<file path="src/rtl/intra4x4_sad_select.sv">
// 4x4 intra mode decision: pipelined SAD per predicted block, keeps lowest cost.
// Optional INTRA4X4_MPM_BIAS_EN adds a most-probable-mode bias to every other mode.
module intra4x4_sad_select #(
    parameter int NUM_MODES = 9,
    parameter int SAD_W = 13
`ifdef INTRA4X4_MPM_BIAS_EN
    ,
    parameter int MPM_BIAS = 16
`endif
) (
    input  logic             clk,
    input  logic             reset,
    input  logic             start,
`ifdef INTRA4X4_MPM_BIAS_EN
    input  logic [3:0]       mpm,
`endif
    input  logic [127:0]     orig,
    input  logic             pred_valid,
    output logic             pred_ready,
    input  logic [127:0]     pred,
    input  logic [3:0]       pred_mode,
    input  logic             pred_last,
    output logic             busy,
    output logic             done,
    output logic [3:0]       best_mode,
    output logic [SAD_W-1:0] best_sad
);

    localparam int CW = $clog2(NUM_MODES + 1);
    localparam logic [CW-1:0] MAXC = CW'(NUM_MODES);
    localparam logic [CW-1:0] LASTC = CW'(NUM_MODES - 1);

    typedef enum logic [1:0] {IDLE, ACCUM, DRAIN, DONE} state_t;

    state_t state_q, state_d;
    logic [CW-1:0] count_q;
    logic [127:0] orig_q;
    logic xfer;

    logic [127:0] abs_d;
    logic [127:0] s1_ad;
    logic [3:0] s1_mode;
    logic s1_valid;

    logic [SAD_W-1:0] sad_sum;
    logic [SAD_W-1:0] cost;
    logic [SAD_W-1:0] s2_cost;
    logic [3:0] s2_mode;
    logic s2_valid;

`ifdef INTRA4X4_MPM_BIAS_EN
    logic [3:0] mpm_q;
    logic [SAD_W:0] biased;
`endif

    assign pred_ready = (state_q == ACCUM) && (count_q < MAXC);
    assign xfer = pred_valid && pred_ready;
    assign busy = (state_q != IDLE);
    assign done = (state_q == DONE);

    always_comb begin
        state_d = state_q;
        unique case (state_q)
            IDLE:  if (start) state_d = ACCUM;
            ACCUM: if (xfer && (pred_last || count_q == LASTC)) state_d = DRAIN;
            DRAIN: if (!s1_valid && !s2_valid) state_d = DONE;
            DONE:  state_d = IDLE;
            default: state_d = IDLE;
        endcase
    end

    always_comb begin
        abs_d = '0;
        for (int i = 0; i < 16; i++) begin
            if (pred[8*i +: 8] > orig_q[8*i +: 8])
                abs_d[8*i +: 8] = pred[8*i +: 8] - orig_q[8*i +: 8];
            else
                abs_d[8*i +: 8] = orig_q[8*i +: 8] - pred[8*i +: 8];
        end
    end

    always_comb begin
        sad_sum = '0;
        for (int i = 0; i < 16; i++)
            sad_sum = sad_sum + SAD_W'(s1_ad[8*i +: 8]);
`ifdef INTRA4X4_MPM_BIAS_EN
        biased = {1'b0, sad_sum}
               + ((s1_mode != mpm_q) ? (SAD_W+1)'(MPM_BIAS) : '0);
        // Saturate so a biased worst case never wraps below a real cost.
        cost = biased[SAD_W] ? '1 : biased[SAD_W-1:0];
`else
        cost = sad_sum;
`endif
    end

    always_ff @(posedge clk or negedge reset) begin
        if (!reset) begin
            state_q <= IDLE;
            count_q <= '0;
            orig_q <= '0;
            best_mode <= '0;
            best_sad <= '0;
`ifdef INTRA4X4_MPM_BIAS_EN
            mpm_q <= '0;
`endif
        end else begin
            state_q <= state_d;
            if (state_q == IDLE && start) begin
                orig_q <= orig;
                count_q <= '0;
                best_mode <= '0;
                best_sad <= '1;
`ifdef INTRA4X4_MPM_BIAS_EN
                mpm_q <= mpm;
`endif
            end else begin
                if (xfer)
                    count_q <= count_q + 1'b1;
                // Strict compare: on a tie the earlier mode is kept.
                if (s2_valid && s2_cost < best_sad) begin
                    best_sad <= s2_cost;
                    best_mode <= s2_mode;
                end
            end
        end
    end

    always_ff @(posedge clk or negedge reset) begin
        if (!reset) begin
            s1_ad <= '0;
            s1_mode <= '0;
            s1_valid <= 1'b0;
            s2_cost <= '0;
            s2_mode <= '0;
            s2_valid <= 1'b0;
        end else begin
            s1_valid <= xfer;
            if (xfer) begin
                s1_ad <= abs_d;
                s1_mode <= pred_mode;
            end
            s2_valid <= s1_valid;
            if (s1_valid) begin
                s2_cost <= cost;
                s2_mode <= s1_mode;
            end
        end
    end

endmodule

</file>
<file path="config.mk">
export PLATFORM = sky130hd
export DESIGN_NAME = intra4x4_sad_select
export DESIGN_NICKNAME = d
export VERILOG_FILES = /design/src/rtl/intra4x4_sad_select.sv
export SDC_FILE = /design/constraint.sdc
export NUM_CORES = 1
export LEC_CHECK = 0
export ABC_AREA = 0
export CORE_ASPECT_RATIO = 0.5
export CORE_MARGIN = 3
export CORE_UTILIZATION = 46
export DETAILED_ROUTE_END_ITERATION = 8
export PLACE_DENSITY = 0.73
export SYNTH_ARGS = -nofsm -noshare
export SYNTH_HDL_FRONTEND = slang
export SYNTH_SLANG_ARGS = --single-unit
</file>
<file path="constraint.sdc">
create_clock -name clk -period 14.5 [get_ports clk]
set_clock_uncertainty 0.15 [all_clocks]
set_input_delay 2.9 -clock clk [delete_from_list [all_inputs] [get_ports clk]]
set_output_delay 2.9 -clock clk [all_outputs]
set_load 0.01 [all_outputs]
</file>
==> results of run 1 <==
-- synth_stat cells (12+ instances only) --
library cell  count
fa_1            140
o21ai_0         294
inv_1           461
nand2_1         331
nand3_1          67
nand4_1          37
a211oi_1         36
ha_1            281
o211ai_1         15
dfrtp_1         302
o21a_1           17
o21ai_1          18
a31oi_1          47
mux2_2           21
a21oi_1         144
mux2i_1          75
xnor2_1          49
clkbuf_1         59
xor2_1           20
buf_2            64
a311oi_1         12
a21o_1           72
nand3b_1         41
nor2_1           70
or3_1            13
a211o_1          23
-- state kept, by name, indices dropped and copies added, names as in the netlist --
name / count
best_sad: 13
s1_ad: 128
best_mode: 4
s2_mode: 4
s2_cost: 13
count_q: 4
s1_valid: 1
s2_valid: 1
s1_mode: 4
orig_q: 128
state_q: 2
-- worst min path at each step --
stage                             endpoint
global placement    s1_mode[1]$_DFFE_PN0P_
finish              s1_mode[1]$_DFFE_PN0P_
detailed placement  s1_mode[3]$_DFFE_PN0P_
global route         s1_ad[40]$_DFFE_PN0P_
CTS                 s1_mode[3]$_DFFE_PN0P_
floorplan               s2_valid$_DFF_PN0_
-- per-layer routing --
layer	vias up	global-route usage	wire, um
met3	97	0.0414	3310
met4	0	0.0471	1370
li1	10092	-	-
met5	-	0	0
met1	9984	0.298	29800
met2	448	0.365	30500
-- area by class of cell --
| cell class | count | area (um2) | share of cell area |
|---|---|---|---|
| timing repair buffer | 291 | 2930 | 0.0973 |
| clock inverter | 12 | 170 | 0.00566 |
| tap | 744 | 931 | 0.0310 |
| inverter | 461 | 1730 | 0.0576 |
| sequential | 302 | 7560 | 0.251 |
| multi-input combinational | 1990 | 15800 | 0.527 |
| clock buffer | 42 | 907 | 0.0302 |
-- worst min-delay path: stages, from the launching register on --
cell     delay (ns)
dfrtp_1        0.34
nand2_1        0.05
nand2_1        0.06
-- through the flow --
step / hold WS, ns / worst slack, ns / utilization / cells / area [um2]
after detailed placement: 0.321 / 8.73 / 0.532 / 3788 / 29000
final: 0.329 / 8.63 / 0.551 / 3842 / 30100
after floorplan: 0.261 / 8.99 / - / 2892 / 25800
after CTS: 0.337 / 8.63 / 0.551 / 3842 / 30100
after global placement: 0.309 / 8.77 / 0.532 / 3788 / 29000
after global routing: 0.351 / 8.38 / 0.551 / 3842 / 30100
-- cell families after synthesis --
logic type               after synthesis  share of synthesized area
AND/OR/NAND/NOR                      628                      0.114
adder cells (fa/ha/maj)              421                      0.245
flip-flops                           302                      0.293
buffers and inverters                600                     0.0919
multiplexers                         100                     0.0404
AO/OA/AOI/OAI                        772                      0.191
XOR/XNOR                              69                     0.0235
==> metrics.md, run 1 <==
| Metric | Value |
|---|---|
| Status | `finished, final reports clean` |
| Max-Cap Viols | `0` |
| Setup-failing EPs final | `0` |
| Critical path's slowest cell | `fa_1` |
| 1st-iter DRT viols | `about 1300` |
| Initial antenna violation count | `0` |
| Critical path endpoint category | `flip-flop` |
| Commonest non-fill, non-tap cell in the layout | `inv_1` |
| Netlist cell types | `74` |
| CP endpoint | `s2_cost[10]$_DFFE_PN0P_` |
| Hold path cells | `2` |
| Fillers | `4964` |
| Post-CTS Hold Fix Bufs | `0` |
| RSZ-0062 raised after global routing | `false` |
| Worst slew pin tran | `1.08 ns` |
| Crit path top cell by count | `fa_1` |
| Drt drc | `0` |
| Critical path class | `flip-flop to flip-flop` |
| Clk buf depth | `3` |
| GPL Wtd Cong | `0.903` |
| Setup bufs post-CTS | `0` |
| Rel. slew slack | `0.278` |
| YS warnings | `0` |
| Max-slew violation count | `0` |
| Worst R2R Setup Slack | `about 8.6 ns` |
| Crit-path cells | `fa_1, inv_1, fa_1, inv_1, fa_1, inv_1, fa_1, fa_1, fa_1, inv_1, ha_1, fa_1, a21o_1, a21oi_1, nor2_1, o41ai_1, xnor2_1, a21oi_1` |
| Grt ovf | `0` |
| Vias in the first global route | `around 21000` |
| Period Utilization, post-route | `0.405` |
| Critical path depth in cells | `18` |
| Antenna-violating nets left | `0` |
| Asr flop ratio synth | `1.00` |
| Fmax achieved | `170 MHz` |
| Gr usage total | `0.219` |
| Buffers on Ports | `284` |
| Crit path largest cell delay | `between 0.5 and 0.6 ns` |
| Worst Path Max Fanout | `3` |
| Global-route wire length before repair | `between 100000 and 150000 um` |
| Initial Util | `0.472` |
| HP Start | `s1_mode[1]$_DFFE_PN0P_` |
| Drt pass-1 iters | `8` |
| Die width | `approximately 340 um` |
| Area leader, netlist | `dfrtp_1` |
| Synth Area per Inst | `a little under 9 um2` |
| Worst path buffer plus inverter count | `4` |
| Clk slew on worst S/H paths | `~0.070 ns` |
| Final Hold Viols | `0` |
| Share of cells above drive strength 1 | `0.0407` |
| Worst r2r dst | `s2_cost[10]$_DFFE_PN0P_` |
| Most frequent cells in the layout | `inv_1 (460), nand2_1 (331), dfrtp_1 (302)` |
| TritonCTS clock tree | `yes` |
| H-Tree Depth | `1` |
| EDFF count, synth | `0` |
| CTS root buf | `clkbuf_16` |
| Hold WC Path Type | `flip-flop to flip-flop` |
| Post-DP HPWL | `around 50000 um` |
| Ys flop type | `dfrtp_1` |
| Post-CTS Resized | `0` |
| Vias per inst | `about 5.4` |
| Ranking of synthesized cells by area | `dfrtp_1 (29%), ha_1 (14%), fa_1 (11%)` |
| Top Family by Delay on Critical Path | `adder cells` |
| R2r startpoint | `s1_ad[98]$_DFFE_PN0P_` |
| Skew-Pair Late Insertion Delay | `roughly 0.6 ns` |
| Startpoint types | `flip-flop` |
| Die ar. | `just under 60000 um2` |
| Synthesized flop and latch total | `roughly 300` |
| Layout Area Growth over Synthesis | `16.7%` |
| Post-synth top area share | `0.293` |
| Row count | `60` |
| Syn Inst Count | `2892` |
| Largest net degree at the start of global routing | `between 200 and 250` |
| Sum of negative setup slack | `0 ns` |
| Synthesized Nets | `~3600` |
| Core area | `around 55000 um2` |
| Io pins | `around 290` |
| Crit path DAT | `6.21 ns` |
| Critical Path RT | `between 10 and 15 ns` |
| Fin nets | `3763` |
| Average routed wire per standard cell | `about 17 um` |
| Routed wire length | `~65000 um` |
| Synth Cell Area | `between 20000 and 30000 um2` |
| Sequential element share of the synthesized area | `0.293` |
| Vias | `approximately 21000` |
| Ant diodes | `0` |
| CP startpoint | `s1_ad[98]$_DFFE_PN0P_` |
| Clk sinks | `~300` |
| Die H | `173 um` |
| TritonCTS buffer count | `31` |
| Reg2Reg Depth | `18` |
| Min cycle time layout | `5.87 ns` |
Power of run 1 is left out: the tool's default activity adds up to more than one toggle a clock period on the data nets, which glitch-free logic cannot reach.
==> run 2, diff against run 1 <==
- PLACE_DENSITY: 0.73 -> 0.76
- clock period: 14.5 -> 5 ns (I/O delays scaled with it)
==> run 2 against run 1 <==
The run now ends with setup timing left. Sequential share of layout area shrank 0.33 points. Critical path depth is the same. Setup slack worse by 9.1 ns. Critical path type unchanged. Critical endpoint is now s2_cost[8]$_DFFE_PN0P_.
==> metrics.md, run 2 (synthesized netlist as in run 1, its figures left out) <==
| Metric | Value |
|---|---|
| Status | `finished, violations left` |
| Failing checks | `setup timing` |
| Drt drc | `0 (unchanged)` |
| Commonest non-fill, non-tap cell in the layout | `inv_1` |
| Worst slew pin tran | `1.07 ns (-0.00728 ns)` |
| Skew-Pair Late Insertion Delay | `0.59 ns (-0.02 ns)` |
| Drt pass-1 iters | `7 (-1)` |
| Initial antenna violation count | `0 (unchanged)` |
| Most frequent cells in the layout | `inv_1 (457), nand2_1 (331), dfrtp_1 (302)` |
| Hold WC Path Type | `flip-flop to flip-flop` |
| Buffers on Ports | `284 (unchanged)` |
| CTS root buf | `clkbuf_16` |
| Die ar. | `59000 um2 (unchanged)` |
| Placed cells | `3825 (+0.98%)` |
| Gr usage total | `0.219 (-0.000286)` |
| Fillers | `4846 (-2.4%)` |
| Average routed wire per standard cell | `16.9 um (about the same)` |
| Max-slew violation count | `0 (unchanged)` |
| Grt ovf | `0 (unchanged)` |
| Die H | `173 um (unchanged)` |
| Worst Path Max Fanout | `3 (unchanged)` |
| Share of cells above drive strength 1 | `0.0585 (+0.0179)` |
| Die width | `341 um (unchanged)` |
| Post-CTS Hold Fix Bufs | `0 (unchanged)` |
| TritonCTS clock tree | `yes` |
| Io pins | `285 (unchanged)` |
| Critical Path RT | `5.32 ns (-9.51 ns)` |
| Post-Layout Cell Count | `3888 (+1.2%)` |
| Initial Util | `0.472 (unchanged)` |
| Clk sinks | `302 (unchanged)` |
| Routed wire length | `65700 um (+1.1%)` |
| Max-Cap Viols | `0 (unchanged)` |
| Setup-failing EPs final | `8 (+8)` |
| Rel. slew slack | `0.283 (+0.00488)` |
| Row count | `60 (unchanged)` |
| Fin nets | `3808 (+1.2%)` |
| Startpoint types | `flip-flop` |
| Dpl ws | `-0.507 ns (-9.23 ns)` |
| Fmax achieved | `183 MHz (+7.2%)` |
| Critical path class | `flip-flop to flip-flop` |
| Layout Area Growth over Synthesis | `18.2%` |
| Vias per inst | `5.39 (+0.48%)` |
| Global-route wire length before repair | `108000 um (+0.86%)` |
| TritonCTS buffer count | `31 (unchanged)` |
| Post-route cell area | `30500 um2 (+1.3%)` |
| Vias | `20968 (+1.7%)` |
| Largest net degree at the start of global routing | `162 (-29%)` |
| Ant diodes | `0 (unchanged)` |
| Post-DP HPWL | `51300 um (+2.2%)` |
| RSZ-0062 raised after global routing | `true` |
| Sum of negative setup slack | `-2.89 ns (-2.89 ns)` |
| Setup ws final | `-0.476 ns (-9.10 ns)` |
| Crit path DAT | `5.79 ns (-0.42 ns)` |
| Regs by FF count | `orig_q: 128 flops, s1_ad: 128 flops` |
| Core area | `54500 um2 (unchanged)` |
| Area after DPL | `29300 um2 (+1.2%)` |
| Vias in the first global route | `21422 (+1.8%)` |
| Final Hold Viols | `0 (unchanged)` |
| Critical path endpoint category | `flip-flop` |
| Clk buf depth | `3 (unchanged)` |
| Min cycle time layout | `5.48 ns (-0.396 ns)` |
| Clk slew on worst S/H paths | `0.06 ns (about the same)` |
| 1st-iter DRT viols | `1256 (-2.6%)` |
| Period Utilization, post-route | `1.10 (+0.690)` |
| GPL Wtd Cong | `0.898 (-0.62%)` |
| H-Tree Depth | `1 (unchanged)` |
| Antenna-violating nets left | `0 (unchanged)` |
-- run 2: cell types whose count changed in the layout (fill, tap and decap cells not counted), sizes merged --
cell,before,now
buf,8,53
bufinv,4,2
clkinv,7,9
clkbuf,42,43
-- run 2: cell type report --
class / instances / area (um2) / share of cell area
clock inverters: 12 / 119 / 0.00390
repair buffers: 336 / 3310 / 0.109
flip-flops and latches: 302 / 7560 / 0.248
inverters: 461 / 1730 / 0.0569
clock buffers: 43 / 861 / 0.0283
multi-input cells: 1990 / 15900 / 0.523
well taps: 744 / 931 / 0.0306
-- run 2: through the flow --
step / util / hold slack [ns]
floorplan: - / 0.261
global placement: 0.538 / 0.312
detailed placement: 0.538 / 0.319
CTS: 0.557 / 0.334
global route: 0.559 / 0.355
finish: 0.559 / 0.330
-- run 2: critical path, cell delays in order, from the launching register on --
cell     delay (ns)
dfrtp_1        0.40
fa_1           0.60
inv_2          0.05
fa_1           0.55
inv_2          0.04
fa_1           0.49
inv_1          0.05
fa_1           0.49
fa_1           0.43
fa_1           0.51
inv_2          0.05
ha_4           0.15
fa_2           0.34
a21o_1         0.18
a21oi_2        0.20
o21ai_1        0.10
a21oi_1        0.18
xnor2_1        0.11
mux2_2         0.27
-- run 2: path summary, 6_finish.rpt --
path                       cells past startpoint                    from  slack, ns                       end
max                                           18  s1_ad[114]$_DFFE_PN0P_      -0.48    s2_cost[8]$_DFFE_PN0P_
min                                            2   s1_ad[21]$_DFFE_PN0P_       0.33     s1_ad[21]$_DFFE_PN0P_
max reg2reg                                   18  s1_ad[114]$_DFFE_PN0P_      -0.48    s2_cost[8]$_DFFE_PN0P_
min reg2reg                                    2   s1_ad[21]$_DFFE_PN0P_       0.33     s1_ad[21]$_DFFE_PN0P_
max in group asynchronous                      2                   reset       3.12    orig_q[61]$_DFFE_PN0P_
min in group asynchronous                      1                   reset       0.35  best_mode[1]$_DFFE_PN0P_
-- run 2: routing by layer --
layer,share of wire,track usage,up-vias
met5,0,0,-
met4,0.016,0.0385,0
met3,0.045,0.0268,76
met2,0.47,0.372,465
met1,0.46,0.304,10256
li1,-,-,10171
-- run 2: timing repair --
item | CTS | global route
buffers inserted | 5 | 4
pin swaps | 10 | 15
gates resized for setup | 7 | 13
gates cloned | 0 | 0
setup endpoints to repair | 9 | 10
Power of run 2 is left out for the same reason.
